[config.mk]
export PLATFORM = sky130hd
export DESIGN_NAME = voltmeter_scan_ctl
export DESIGN_NICKNAME = d
export VERILOG_FILES = /design/src/rtl/voltmeter_scan_ctl.sv
export SDC_FILE = /design/constraint.sdc
export NUM_CORES = 1
export LEC_CHECK = 0
export BUFFER_PORTS_ARGS = -buffer_cell sky130_fd_sc_hd__clkbuf_2
export CORE_MARGIN = 1.5
export CORE_UTILIZATION = 60
export DETAILED_ROUTE_END_ITERATION = 10
export PLACE_DENSITY = 0.79
export SETUP_SLACK_MARGIN = 0.15
export SLEW_MARGIN = 20
export SYNTH_ARGS = -nofsm -noshare
export SYNTH_HDL_FRONTEND = slang
export SYNTH_SLANG_ARGS = --single-unit
[constraint.sdc]
create_clock -name clk -period 14.07 [get_ports clk]
set_clock_uncertainty 0.15 [all_clocks]
set_input_delay 2.814 -clock clk [delete_from_list [all_inputs] [get_ports clk]]
set_output_delay 2.814 -clock clk [all_outputs]
set_load 0.02 [all_outputs]
[src/rtl/voltmeter_scan_ctl.sv]
// voltmeter_scan_ctl: multi-channel ADC scan sequencer with averaging, mV scaling,
// sequential binary-to-BCD conversion and per-channel result storage.
// Ports:
//   clk, rst (async, active-low)     clock and reset
//   scan_en                          run continuous scan
//   cfg_strb, cfg_onehot             channel config pulse / held one-hot select
//   smp_valid, smp_data              ADC sample strobe and data
//   res_valid, res_ch, res_mv        stored-result pulse, channel, binary mV
//   rd_ch, rd_bcd, rd_peak           registered random read of BCD result / peak
//   peak_clr                         clear all peak-hold values
//   busy                             high whenever not IDLE
// Optional: define PEAK_HOLD_EN to add per-channel peak-hold storage.
module voltmeter_scan_ctl #(
  parameter int N_CH     = 4,
  parameter int ADC_W    = 12,
  parameter int VREF_MV  = 3300,
  parameter int AVG_LOG2 = 2,
  parameter int SETTLE   = 2,
  parameter int CH_W     = $clog2(N_CH)
) (
  input  logic              clk,
  input  logic              rst,
  input  logic              scan_en,
  output logic              cfg_strb,
  output logic [N_CH-1:0]   cfg_onehot,
  input  logic              smp_valid,
  input  logic [ADC_W-1:0]  smp_data,
  output logic              res_valid,
  output logic [CH_W-1:0]   res_ch,
  output logic [13:0]       res_mv,
  input  logic [CH_W-1:0]   rd_ch,
  output logic [15:0]       rd_bcd,
  output logic [15:0]       rd_peak,
  input  logic              peak_clr,
  output logic              busy
);

  localparam int AW = ADC_W + AVG_LOG2;
  localparam int PW = AW + 14;
  localparam int SW = (SETTLE > 1) ? $clog2(SETTLE) : 1;
  localparam int NW = (AVG_LOG2 > 0) ? AVG_LOG2 : 1;
  localparam logic [SW-1:0] SET_LAST = SW'((SETTLE > 0) ? SETTLE - 1 : 0);
  localparam logic [NW-1:0] AVG_LAST = NW'((1 << AVG_LOG2) - 1);

  typedef enum logic [2:0] {
    S_IDLE,
    S_CFG,
    S_SETTLE,
    S_ACC,
    S_SCALE,
    S_BCD,
    S_STORE
  } state_t;

  state_t          state_q, state_d;
  logic [CH_W-1:0] ch_q, ch_d;
  logic            cfg_strb_q, cfg_strb_d;
  logic [N_CH-1:0] cfg_onehot_q, cfg_onehot_d;
  logic [SW-1:0]   set_cnt_q, set_cnt_d;
  logic [NW-1:0]   avg_cnt_q, avg_cnt_d;
  logic [AW-1:0]   acc_q, acc_d;
  logic [13:0]     mv_q, mv_d;
  logic [13:0]     bin_q, bin_d;
  logic [15:0]     bcd_q, bcd_d;
  logic [3:0]      bit_cnt_q, bit_cnt_d;
  logic            res_valid_q, res_valid_d;
  logic [CH_W-1:0] res_ch_q, res_ch_d;
  logic [13:0]     res_mv_q, res_mv_d;
  logic [15:0]     slot_q [N_CH];
  logic [15:0]     slot_d [N_CH];
  logic [15:0]     rd_bcd_q, rd_bcd_d;
  logic            busy_q, busy_d;

  logic [PW-1:0]   prod;
  logic [15:0]     bcd_adj;

  function automatic logic [15:0] dd_adj(input logic [15:0] b);
    logic [15:0] r;
    r = b;
    for (int i = 0; i < 4; i++) begin
      if (r[4*i+:4] >= 4'd5) r[4*i+:4] = r[4*i+:4] + 4'd3;
    end
    return r;
  endfunction

  assign prod    = PW'(acc_q) * PW'(VREF_MV);
  assign bcd_adj = dd_adj(bcd_q);

  always_comb begin
    state_d      = state_q;
    ch_d         = ch_q;
    cfg_strb_d   = 1'b0;
    cfg_onehot_d = cfg_onehot_q;
    set_cnt_d    = set_cnt_q;
    avg_cnt_d    = avg_cnt_q;
    acc_d        = acc_q;
    mv_d         = mv_q;
    bin_d        = bin_q;
    bcd_d        = bcd_q;
    bit_cnt_d    = bit_cnt_q;
    res_valid_d  = 1'b0;
    res_ch_d     = res_ch_q;
    res_mv_d     = res_mv_q;
    slot_d       = slot_q;
    unique case (state_q)
      S_IDLE: begin
        if (scan_en) state_d = S_CFG;
      end
      S_CFG: begin
        cfg_onehot_d = N_CH'(1) << ch_q;
        cfg_strb_d   = 1'b1;
        set_cnt_d    = '0;
        avg_cnt_d    = '0;
        acc_d        = '0;
        state_d      = (SETTLE > 0) ? S_SETTLE : S_ACC;
      end
      S_SETTLE: begin
        if (smp_valid) begin
          if (set_cnt_q == SET_LAST) state_d = S_ACC;
          else set_cnt_d = set_cnt_q + SW'(1);
        end
      end
      S_ACC: begin
        if (smp_valid) begin
          acc_d = acc_q + AW'(smp_data);
          if (avg_cnt_q == AVG_LAST) state_d = S_SCALE;
          else avg_cnt_d = avg_cnt_q + NW'(1);
        end
      end
      S_SCALE: begin
        mv_d      = prod[AW+:14];
        bin_d     = prod[AW+:14];
        bcd_d     = '0;
        bit_cnt_d = '0;
        state_d   = S_BCD;
      end
      S_BCD: begin
        // add-3 correction happens before each shift
        bcd_d     = {bcd_adj[14:0], bin_q[13]};
        bin_d     = {bin_q[12:0], 1'b0};
        bit_cnt_d = bit_cnt_q + 4'd1;
        if (bit_cnt_q == 4'd13) state_d = S_STORE;
      end
      S_STORE: begin
        for (int i = 0; i < N_CH; i++) begin
          if (ch_q == CH_W'(i)) slot_d[i] = bcd_q;
        end
        res_valid_d = 1'b1;
        res_ch_d    = ch_q;
        res_mv_d    = mv_q;
        ch_d        = (ch_q == CH_W'(N_CH - 1)) ? '0 : ch_q + CH_W'(1);
        state_d     = scan_en ? S_CFG : S_IDLE;
      end
      default: state_d = S_IDLE;
    endcase
    busy_d = (state_d != S_IDLE);
    // reading the next-state slots makes a STORE visible one cycle later
    rd_bcd_d = '0;
    for (int i = 0; i < N_CH; i++) begin
      if (rd_ch == CH_W'(i)) rd_bcd_d = slot_d[i];
    end
  end

  always_ff @(posedge clk or negedge rst) begin
    if (!rst) begin
      state_q      <= S_IDLE;
      ch_q         <= '0;
      cfg_strb_q   <= 1'b0;
      cfg_onehot_q <= N_CH'(1);
      set_cnt_q    <= '0;
      avg_cnt_q    <= '0;
      acc_q        <= '0;
      mv_q         <= '0;
      bin_q        <= '0;
      bcd_q        <= '0;
      bit_cnt_q    <= '0;
      res_valid_q  <= 1'b0;
      res_ch_q     <= '0;
      res_mv_q     <= '0;
      for (int i = 0; i < N_CH; i++) slot_q[i] <= '0;
      rd_bcd_q     <= '0;
      busy_q       <= 1'b0;
    end else begin
      state_q      <= state_d;
      ch_q         <= ch_d;
      cfg_strb_q   <= cfg_strb_d;
      cfg_onehot_q <= cfg_onehot_d;
      set_cnt_q    <= set_cnt_d;
      avg_cnt_q    <= avg_cnt_d;
      acc_q        <= acc_d;
      mv_q         <= mv_d;
      bin_q        <= bin_d;
      bcd_q        <= bcd_d;
      bit_cnt_q    <= bit_cnt_d;
      res_valid_q  <= res_valid_d;
      res_ch_q     <= res_ch_d;
      res_mv_q     <= res_mv_d;
      slot_q       <= slot_d;
      rd_bcd_q     <= rd_bcd_d;
      busy_q       <= busy_d;
    end
  end

`ifdef PEAK_HOLD_EN
  logic [13:0] pk_mv_q  [N_CH];
  logic [13:0] pk_mv_d  [N_CH];
  logic [15:0] pk_bcd_q [N_CH];
  logic [15:0] pk_bcd_d [N_CH];
  logic [15:0] rd_peak_q, rd_peak_d;

  always_comb begin
    pk_mv_d  = pk_mv_q;
    pk_bcd_d = pk_bcd_q;
    // clear has priority over a same-cycle store
    if (peak_clr) begin
      for (int i = 0; i < N_CH; i++) begin
        pk_mv_d[i]  = '0;
        pk_bcd_d[i] = '0;
      end
    end else if (state_q == S_STORE) begin
      for (int i = 0; i < N_CH; i++) begin
        if (ch_q == CH_W'(i) && mv_q > pk_mv_q[i]) begin
          pk_mv_d[i]  = mv_q;
          pk_bcd_d[i] = bcd_q;
        end
      end
    end
    rd_peak_d = '0;
    for (int i = 0; i < N_CH; i++) begin
      if (rd_ch == CH_W'(i)) rd_peak_d = pk_bcd_d[i];
    end
  end

  always_ff @(posedge clk or negedge rst) begin
    if (!rst) begin
      for (int i = 0; i < N_CH; i++) begin
        pk_mv_q[i]  <= '0;
        pk_bcd_q[i] <= '0;
      end
      rd_peak_q <= '0;
    end else begin
      pk_mv_q   <= pk_mv_d;
      pk_bcd_q  <= pk_bcd_d;
      rd_peak_q <= rd_peak_d;
    end
  end

  assign rd_peak = rd_peak_q;
`else
  logic unused_peak_clr;
  assign unused_peak_clr = peak_clr;
  assign rd_peak         = 16'h0000;
`endif

  assign cfg_strb   = cfg_strb_q;
  assign cfg_onehot = cfg_onehot_q;
  assign res_valid  = res_valid_q;
  assign res_ch     = res_ch_q;
  assign res_mv     = res_mv_q;
  assign rd_bcd     = rd_bcd_q;
  assign busy       = busy_q;

endmodule

==> results of run 1 <==
cell usage in the layout (no fill, tap or decap), types with 6 or more instances in the layout:
master	n
a21oi_1	37
a22o_1	17
clkbuf_16	17
clkbuf_2	53
clkbuf_8	7
conb_1	18
dfrtp_1	168
fa_1	38
ha_1	103
inv_1	93
mux2_1	13
mux2_2	8
mux2_4	12
mux4_2	16
nand2_1	148
nand2b_1	9
nand3_1	22
nor2_1	29
nor2b_1	9
o21a_1	6
o21ai_0	33
o21ai_1	36
o22ai_1	6
xnor2_1	22
xor2_1	8
per-stage QoR:
| stage | setup WS (ns) | util | cell area [um^2] | hold WS [ns] | cells |
|---|---|---|---|---|---|
| after CTS | 8.46 | 0.669 | 11000 | 0.322 | 1224 |
| final | 8.46 | 0.669 | 11000 | 0.319 | 1224 |
| after global routing | 8.13 | 0.669 | 11000 | 0.351 | 1224 |
| after detailed placement | 8.46 | 0.633 | 10500 | 0.304 | 1192 |
| after global placement | 8.58 | 0.633 | 10500 | 0.301 | 1192 |
| after floorplan | 8.99 | - | 10200 | 0.289 | 972 |
Yosys cell counts, types with 18 or more instances:
library cell	number	area, um^2
dfrtp_1	168	4200
nand2_1	148	556
ha_1	103	1290
inv_1	93	349
fa_1	38	761
a21oi_1	37	185
o21ai_1	36	180
o21ai_0	33	165
nor2_1	29	109
clkbuf_1	23	86.3
nand3_1	22	110
xnor2_1	22	193
buf_4	18	135
layout make-up:
cell class,count,area share
Inverter,94,0.0320
Sequential cell,169,0.383
Tap cell,220,0.0249
Clock inverter,8,0.00657
Clock buffer,24,0.0472
Multi-Input combinational cell,651,0.479
Timing Repair Buffer,58,0.0277
worst min-delay path: cells and delay by family (launching register included):
kind / cells / cell delay, ns
flops: 1 / 0.37
simple gates: 2 / 0.10
sequential cells by signal, summed over array words and instances (netlist names), 2 cells and up:
| register | cells |
|---|---|
| slot_q | 64 |
| res_mv | 12 |
| res_ch | 2 |
| acc_q | 14 |
| mv_q | 12 |
| bit_cnt_q | 4 |
| state_q | 3 |
| bcd_q | 16 |
| cfg_onehot | 4 |
| ch_q | 2 |
| rd_bcd | 16 |
| avg_cnt_q | 2 |
| bin_q | 14 |
cell families (layout without fill, tap and decap cells):
kind of cell,count (synthesis),count (layout),share of synthesized area
mux,52,52,0.0796
fa+ha+maj,141,141,0.202
xor+xnor,30,30,0.0259
compound gates,167,167,0.101
flops,169,169,0.417
other cells,1,18,0.000370
buf+inv,152,184,0.0675
simple gates,243,243,0.106
routing by layer:
layer	up-vias	wire length (um)	track usage
li1	3283	-	-
met1	3277	9050	0.327
met2	130	9360	0.388
met3	22	755	0.0494
met4	0	276	0.0678
met5	-	0	0
path summary, 6_finish.rpt:
kind	start	end	slack, ns	cells after the start
min in group asynchronous	rst	slot_q[30]	2.31	1
hold / removal	cfg_onehot[0]	cfg_onehot[0]	0.32	2
setup / recovery	acc_q[7]	bin_q[9]	8.46	18
max in group asynchronous	rst	set_cnt_q	10.02	2
setup reg to reg	acc_q[7]	bin_q[9]	8.46	18
hold reg to reg	cfg_onehot[0]	cfg_onehot[0]	0.32	2
==> flow_summary.json, run 1 <==
{
  "area_delta_synth_final_pct": 9.00,
  "fp.coreArea_mm2": 0.0165,
  "seqCellArea_mm2": 0.00423,
  "postCtsSetupBuffers": 0,
  "slew_viol_final": 0,
  "ys_types": 60,
  "ys_ff_latch": 169,
  "timing.critical_path.buf_inv": 4,
  "vias": 6712,
  "yosys_warnings": 0,
  "dp_hpwl_mm": 13.4,
  "die_area_mm2": 0.0177,
  "die_w_um": 133,
  "relSlewSlack": 0.387,
  "vias_per_cell": 5.48,
  "h-tree-depth": 4,
  "cp_max_fo": 6,
  "finalHoldViolCount": 0,
  "ys_async_sr_fraction": 1.00,
  "fill_cells": 1265,
  "antenna_found_initial": 0,
  "ys_seq_area_frac": 0.417,
  "num-nets-final": 1151,
  "fmax_mhz": 178,
  "cts-buffers-inserted": 17,
  "cts.sinks": 169,
  "setup_viol": 0,
  "num_antenna_cells": 0,
  "grt_pass1_vias": 6865,
  "layout-drive-gt1-share": 0.135,
  "ant_nets": 0,
  "synthCells": 955,
  "grt_max_degree": 96,
  "fin_crit_sh": 0.399,
  "synth_area_mm2": 0.0101,
  "drt_iter0_drc": 489,
  "clk_path_buf_depth": 2,
  "critical_path.cell_chain": "ha_1, inv_1, fa_1, inv_1, fa_1, fa_1, inv_1, fa_1, inv_1, ha_1, and4_1, a32o_1, a31oi_1, o21ai_1, a21oi_1, nor2b_1, o311ai_1, nand3_1",
  "clk_latency_ns": 0.43,
  "status": "finished clean",
  "dr.pass1.iters": 4,
  "critPathTopFamily": "adder cells",
  "rows": 47,
  "postCtsHoldBufs": 0,
  "grt_usage": 0.239,
  "grt_pass1_wl_mm": 33.4,
  "worstPathRequired_ns": 14.21,
  "maxCapViolCount": 0,
  "gp_congestion": 0.917,
  "cp-end-kind": "register",
  "rsz0062_at_grt": "no",
  "fin_tns_setup_ns": 0,
  "avgRoutedWirePerCell_um": 15.9,
  "cp_slowest_cell": "fa_1",
  "drc": 0,
  "ioPinCount": 74,
  "routed_wl_mm": 19.4,
  "root_buffer": "clkbuf_16",
  "initial_core_util": 0.613,
  "die_y_um": 133,
  "synthFlopType": "dfrtp_1",
  "synth_edf_count": 0,
  "start_kind": "register",
  "arrival_ns": 5.75,
  "worstHoldPathType": "reg2reg",
  "cts_resized": 0,
  "clkTransAtPathRegs_ns": 0.06,
  "critPathKind": "reg2reg",
  "finalCriticalPeriod_ns": 5.61,
  "cts_tree": "built",
  "grt_overflow_total": 0,
  "worst_slew_pin_slew_ns": 0.919,
  "synth.avg_cell_area_um2": 10.6,
  "multi_input_area_mm2": 0.00529,
  "io_buffers": 54,
  "max_stage_delay_ns": 0.55
}
Power of run 1 is not shown: default switching activity piles up to over one toggle a cycle in this logic, so the estimate is an artifact.
==> run 2: changes to the inputs <==
--- a/config.mk
+++ b/config.mk
@@ -7,9 +7,9 @@
 export LEC_CHECK = 0
 export BUFFER_PORTS_ARGS = -buffer_cell sky130_fd_sc_hd__clkbuf_2
 export CORE_MARGIN = 1.5
-export CORE_UTILIZATION = 60
+export CORE_UTILIZATION = 55
 export DETAILED_ROUTE_END_ITERATION = 10
-export PLACE_DENSITY = 0.79
+export PLACE_DENSITY = 0.77
 export SETUP_SLACK_MARGIN = 0.15
 export SLEW_MARGIN = 20
 export SYNTH_ARGS = -nofsm -noshare
==> constraint.sdc (replaced) <==
create_clock -name clk -period 4.5 [get_ports clk]
set_clock_uncertainty 0.15 [all_clocks]
set_input_delay 0.9 -clock clk [delete_from_list [all_inputs] [get_ports clk]]
set_output_delay 0.9 -clock clk [all_outputs]
set_load 0.02 [all_outputs]
==> run 2 against run 1 <==
The run now ends with setup timing left; count of clock-buffer cells in the layout decreased by 6; via count up 4.5%; register-to-register slack got worse by 8.7 ns; critical path type unchanged; critical endpoint unchanged.
==> flow_summary.json, run 2 (synthesis results as in run 1) <==
{
  "area_delta_synth_final_pct": 18.9,
  "cts.sinks": 169,
  "dp_cells": 1258,
  "clk_latency_ns": 0.43,
  "fp.coreArea_mm2": 0.0180,
  "fmax_mhz": 209,
  "avgRoutedWirePerCell_um": 15.6,
  "worst_slack_ns": -0.291,
  "setup_viol": 22,
  "vias": 7017,
  "cp_max_fo": 4,
  "finalHoldViolCount": 0,
  "h-tree-depth": 4,
  "routed_wl_mm": 20.2,
  "worstHoldPathType": "reg2reg",
  "fill_cells": 1343,
  "grt_max_degree": 81,
  "dr.pass1.iters": 4,
  "fin_crit_sh": 1.06,
  "drc": 0,
  "slew_viol_final": 0,
  "status": "complete, but fails checks",
  "initial_core_util": 0.562,
  "critPathKind": "reg2reg",
  "cts_tree": "built",
  "grt_pass1_vias": 7380,
  "clk_path_buf_depth": 2,
  "worst_slew_pin_slew_ns": 0.885,
  "num_antenna_cells": 0,
  "relSlewSlack": 0.408,
  "drt_iter0_drc": 304,
  "vias_per_cell": 5.41,
  "root_buffer": "clkbuf_16",
  "layout-drive-gt1-share": 0.254,
  "die_w_um": 139,
  "layout.cells.non_filler": 1297,
  "rsz0062_at_grt": "yes",
  "num-nets-final": 1215,
  "post-route-util": 0.669,
  "ioPinCount": 74,
  "grt_usage": 0.226,
  "rows": 49,
  "holdWs_ns": 0.309,
  "grt_overflow_total": 0,
  "violations": "setup timing",
  "layout_common_cells": "158 x dfrtp_1, 145 x nand2_1, 87 x ha_1",
  "antenna_found_initial": 0,
  "finalCriticalPeriod_ns": 4.79,
  "largest_reg_flops": 64,
  "cp-end-kind": "register",
  "worstPathRequired_ns": 4.65,
  "io_buffers": 54,
  "die_y_um": 139,
  "mostFrequentLayoutCell": "dfrtp_1",
  "cts-buffers-inserted": 17,
  "top_register": "slot_q",
  "arrival_ns": 4.94,
  "clkTransAtPathRegs_ns": 0.07,
  "start_kind": "register",
  "dp_hpwl_mm": 14.4,
  "postCtsHoldBufs": 0,
  "maxCapViolCount": 0,
  "die_area_mm2": 0.0193,
  "grt_pass1_wl_mm": 35.2,
  "gp_congestion": 0.932,
  "ant_nets": 0
}
-- run 2: cell count changes in the layout (fill, tap and decap cells not counted), moves of 7 or more --
cell | previous run | this run
buf_4 | 4 | 61
inv_1 | 93 | 82
ha_4 | 0 | 15
dfrtp_2 | 0 | 10
dfrtp_1 | 168 | 158
inv_2 | 0 | 10
ha_1 | 103 | 87
clkbuf_8 | 7 | 0
-- run 2: layer usage --
layer	wire [um]	vias to the layer above	track usage	part of all wire
met3	595	33	0.0359	0.029
met2	10100	106	0.396	0.50
met4	380	0	0.0729	0.019
li1	-	3389	-	-
met5	0	-	0	0
met1	9100	3489	0.288	0.45
-- run 2: timing repair --
action,CTS,global route
pin swaps,8,19
setup endpoints to repair,24,24
resized for setup,27,40
buffers inserted,6,1
-- run 2: layout make-up --
cell class	instances	area (um^2)	share of cell area
Clock buffer	18	429	0.0356
Clock inverter	14	180	0.0149
Inverter	94	357	0.0296
Multi-Input combinational cell	651	5740	0.476
Sequential cell	169	4240	0.352
Tap cell	229	287	0.0238
Timing Repair Buffer	122	822	0.0682
-- run 2: worst max-delay path, cell delays in order, from the launching register on --
cell and delay, ns:
dfrtp_2 0.46, ha_4 0.29, inv_2 0.03, fa_1 0.49, inv_1 0.05, fa_1 0.45
fa_1 0.52, inv_2 0.04, fa_1 0.49, inv_2 0.05, ha_4 0.24, and4_4 0.16
a32o_2 0.25, a31oi_4 0.21, o21ai_4 0.10, a21oi_4 0.21, nor2b_2 0.07, o311ai_2 0.28
nand3_1 0.13
-- run 2: path summary, 6_finish.rpt --
| kind | startpoint | endpoint | slack (ns) | depth (start not counted) |
|---|---|---|---|---|
| worst max-delay path | acc_q[4] | bin_q[9] | -0.29 | 18 |
| worst min-delay path | cfg_onehot[0] | cfg_onehot[0] | 0.31 | 2 |
| worst max register to register | acc_q[4] | bin_q[9] | -0.29 | 18 |
| worst min register to register | cfg_onehot[0] | cfg_onehot[0] | 0.31 | 2 |
| max in group asynchronous | rst | acc_q[7] | 2.92 | 2 |
| min in group asynchronous | rst | slot_q[57] | 0.35 | 1 |
-- run 2: per-stage QoR --
step	instance area, um^2	setup WS, ns	setup TNS [ns]
detailed placement	11100	-0.400	-5.70
finish	12100	-0.291	-3.53
global route	12100	-0.468	-7.56
floorplan	10400	-0.108	-0.298
global placement	11100	-0.362	-4.89
CTS	11800	-0.290	-3.86
Power of run 2 is left out for the same reason.
==> run 3: changes to the inputs <==
--- a/config.mk
+++ b/config.mk
@@ -5,11 +5,12 @@
 export SDC_FILE = /design/constraint.sdc
 export NUM_CORES = 1
 export LEC_CHECK = 0
+export ABC_AREA = 1
 export BUFFER_PORTS_ARGS = -buffer_cell sky130_fd_sc_hd__clkbuf_2
-export CORE_MARGIN = 1.5
-export CORE_UTILIZATION = 55
+export CORE_MARGIN = 3
+export CORE_UTILIZATION = 56
 export DETAILED_ROUTE_END_ITERATION = 10
-export PLACE_DENSITY = 0.77
+export PLACE_DENSITY = 0.78
 export SETUP_SLACK_MARGIN = 0.15
 export SLEW_MARGIN = 20
 export SYNTH_ARGS = -nofsm -noshare
==> run 3 against run 2 <==
The run still ends with setup timing left; die area increased by 7.9%; final cell count increased by 21%; sequential share of layout area fell by 0.85 points; area after synthesis up 5.4%; synthesized cell count is 30% higher.
==> flow_summary.json, run 3 <==
{
  "relSlewSlack": 0.382,
  "worstHoldPathType": "reg2reg",
  "r2r_cells": 20,
  "fin_crit_sh": 1.00,
  "clkTransAtPathRegs_ns": 0.07,
  "ys_types": 45,
  "cts_tree": "built",
  "grt_pass1_wl_mm": 39.9,
  "cp-end-kind": "register",
  "violations": "setup timing",
  "h-tree-depth": 4,
  "area_delta_synth_final_pct": 15.5,
  "mostFrequentLayoutCell": "nand2_1",
  "grt_usage": 0.240,
  "synth.avg_cell_area_um2": 8.63,
  "ys_ff_latch": 169,
  "synth_edf_count": 0,
  "finalHoldViolCount": 0,
  "yosys_warnings": 0,
  "drt_iter0_drc": 605,
  "crit_top_cell": "nand2_1",
  "gp_congestion": 0.875,
  "finalCriticalPeriod_ns": 4.51,
  "rows": 49,
  "ys_seq_area_frac": 0.396,
  "fmax_mhz": 222,
  "start_kind": "register",
  "setup_viol": 2,
  "slew_viol_final": 0,
  "arrival_ns": 4.68,
  "yosysMostFrequentCell": "nand2_1",
  "antenna_found_initial": 0,
  "io_buffers": 54,
  "max_stage_delay_ns": 0.53,
  "synthCells": 1238,
  "maxCapViolCount": 0,
  "synthFlopType": "dfrtp_1",
  "placed_area_mm2": 0.0112,
  "worst_slack_ns": -0.0124,
  "ant_nets": 0,
  "initial_core_util": 0.583,
  "ioPinCount": 74,
  "avgRoutedWirePerCell_um": 16.1,
  "vias_per_cell": 5.56,
  "grt_max_degree": 105,
  "dp_hpwl_mm": 17.4,
  "layout_common_cells": "317 x nand2_1, 163 x dfrtp_1, 154 x inv_1",
  "grt_overflow_total": 0,
  "die_area_mm2": 0.0208,
  "num-nets-final": 1481,
  "fin_tns_setup_ns": -0.0156,
  "cp_max_fo": 3,
  "grt_pass1_vias": 8292,
  "worstPathRequired_ns": 4.67,
  "cts-buffers-inserted": 17,
  "top_register": "slot_q",
  "critPathKind": "reg2reg",
  "cts.sinks": 169,
  "critical_path.cell_chain": "buf_12, ha_4, ha_1, inv_1, fa_1, inv_1, fa_1, inv_1, fa_1, inv_1, ha_4, nand2_1, o21ai_0, nand2_1, nand2_1, nand2_1, nand3_1, nand2_1, nand3_1, nand2_1",
  "clk_path_buf_depth": 2,
  "die_w_um": 144,
  "fp.coreArea_mm2": 0.0183,
  "status": "complete, but fails checks",
  "synth_area_mm2": 0.0107,
  "largest_reg_flops": 64,
  "synth_top_area_cell": "dfrtp_1",
  "synth_top_cells_by_count": "329 x nand2_1, 168 x dfrtp_1, 161 x inv_1",
  "rsz0062_at_grt": "yes",
  "final_cell_area_mm2": 0.0123,
  "critPathTopFamily": "adder cells",
  "vias": 8692,
  "cp_slowest_cell": "fa_1",
  "routed_wl_mm": 25.1,
  "synthDominantCellAreaShare": 0.394,
  "clk_latency_ns": 0.44,
  "yosys-top-cells-area": "dfrtp_1 39%, ha_1 12%, nand2_1 12%",
  "timing.critical_path.buf_inv": 5,
  "cp.depth": 20,
  "ys_async_sr_fraction": 1.00,
  "post-route-util": 0.673,
  "whs_path_depth": 2,
  "root_buffer": "clkbuf_16",
  "drc": 0,
  "die_y_um": 144,
  "num_antenna_cells": 0,
  "layout-drive-gt1-share": 0.167,
  "worst_slew_pin_slew_ns": 0.927,
  "dr.pass1.iters": 5
}
[run 3: cell types whose count changed after synthesis, sizes merged, moves of 16 or more]
cell	previous run	this run
xnor2	22	2
mux4	16	0
nand2	152	331
nand4	2	21
mux2	33	0
nand3	22	56
a22o	17	0
o21a	6	66
inv	93	168
nor2	29	56
[run 3: path summary, 6_finish.rpt]
path | endpoint | startpoint | slack, ns
max reg2reg | bin_q[10] | acc_q[4] | -0.01
min | res_mv[11] | mv_q[11] | 0.33
min in group asynchronous | res_mv[8] | rst | 0.42
min reg2reg | res_mv[11] | mv_q[11] | 0.33
max in group asynchronous | slot_q[30] | rst | 2.90
max | bin_q[10] | acc_q[4] | -0.01
[run 3: final cells by class]
| type | count | area (um^2) |
|---|---|---|
| Clock buffer | 17 | 425 |
| Clock inverter | 15 | 180 |
| Sequential cell | 169 | 4240 |
| Multi-Input combinational cell | 866 | 5950 |
| Fill cell | 1408 | 6000 |
| Tap cell | 229 | 287 |
| Timing Repair Buffer | 95 | 613 |
| Inverter | 172 | 648 |
[run 3: metrics by stage]
stage	hold WS (ns)	cells	setup WS, ns
global route	0.350	1563	-0.158
finish	0.328	1563	-0.0124
detailed placement	0.315	1519	-0.0405
CTS	0.331	1557	0.124
floorplan	0.292	1255	0.203
global placement	0.303	1519	0.00981
[run 3: logic make-up after synthesis]
kind of cell / count (synthesis) / synth area share
buf+inv: 220 / 0.0889
simple gates: 481 / 0.192
compound gates: 217 / 0.123
xor+xnor: 9 / 0.00738
flops: 169 / 0.396
fa+ha+maj: 141 / 0.192
other cells: 1 / 0.000351
[run 3: routing by layer]
layer / part of all wire / vias to the layer above / GRT usage
met5: 0 / - / 0
met4: 0.021 / 0 / 0.0748
met3: 0.044 / 46 / 0.0384
met2: 0.50 / 253 / 0.403
met1: 0.44 / 4236 / 0.320
li1: - / 4157 / -
[run 3: worst min-delay path, cell delays in order, from the launching register on]
cell	delay, ns
dfrtp_1	0.35
nand2_1	0.05
nand2_1	0.04
[run 3: what timing repair did]
item                                    CTS  global route
hold buffers                              0             0
buffers inserted                          6             6
resized for setup                        32            57
pin swaps                                12            32
endpoints found under the setup margin   24            24
Power of run 3 is left out for the same reason.
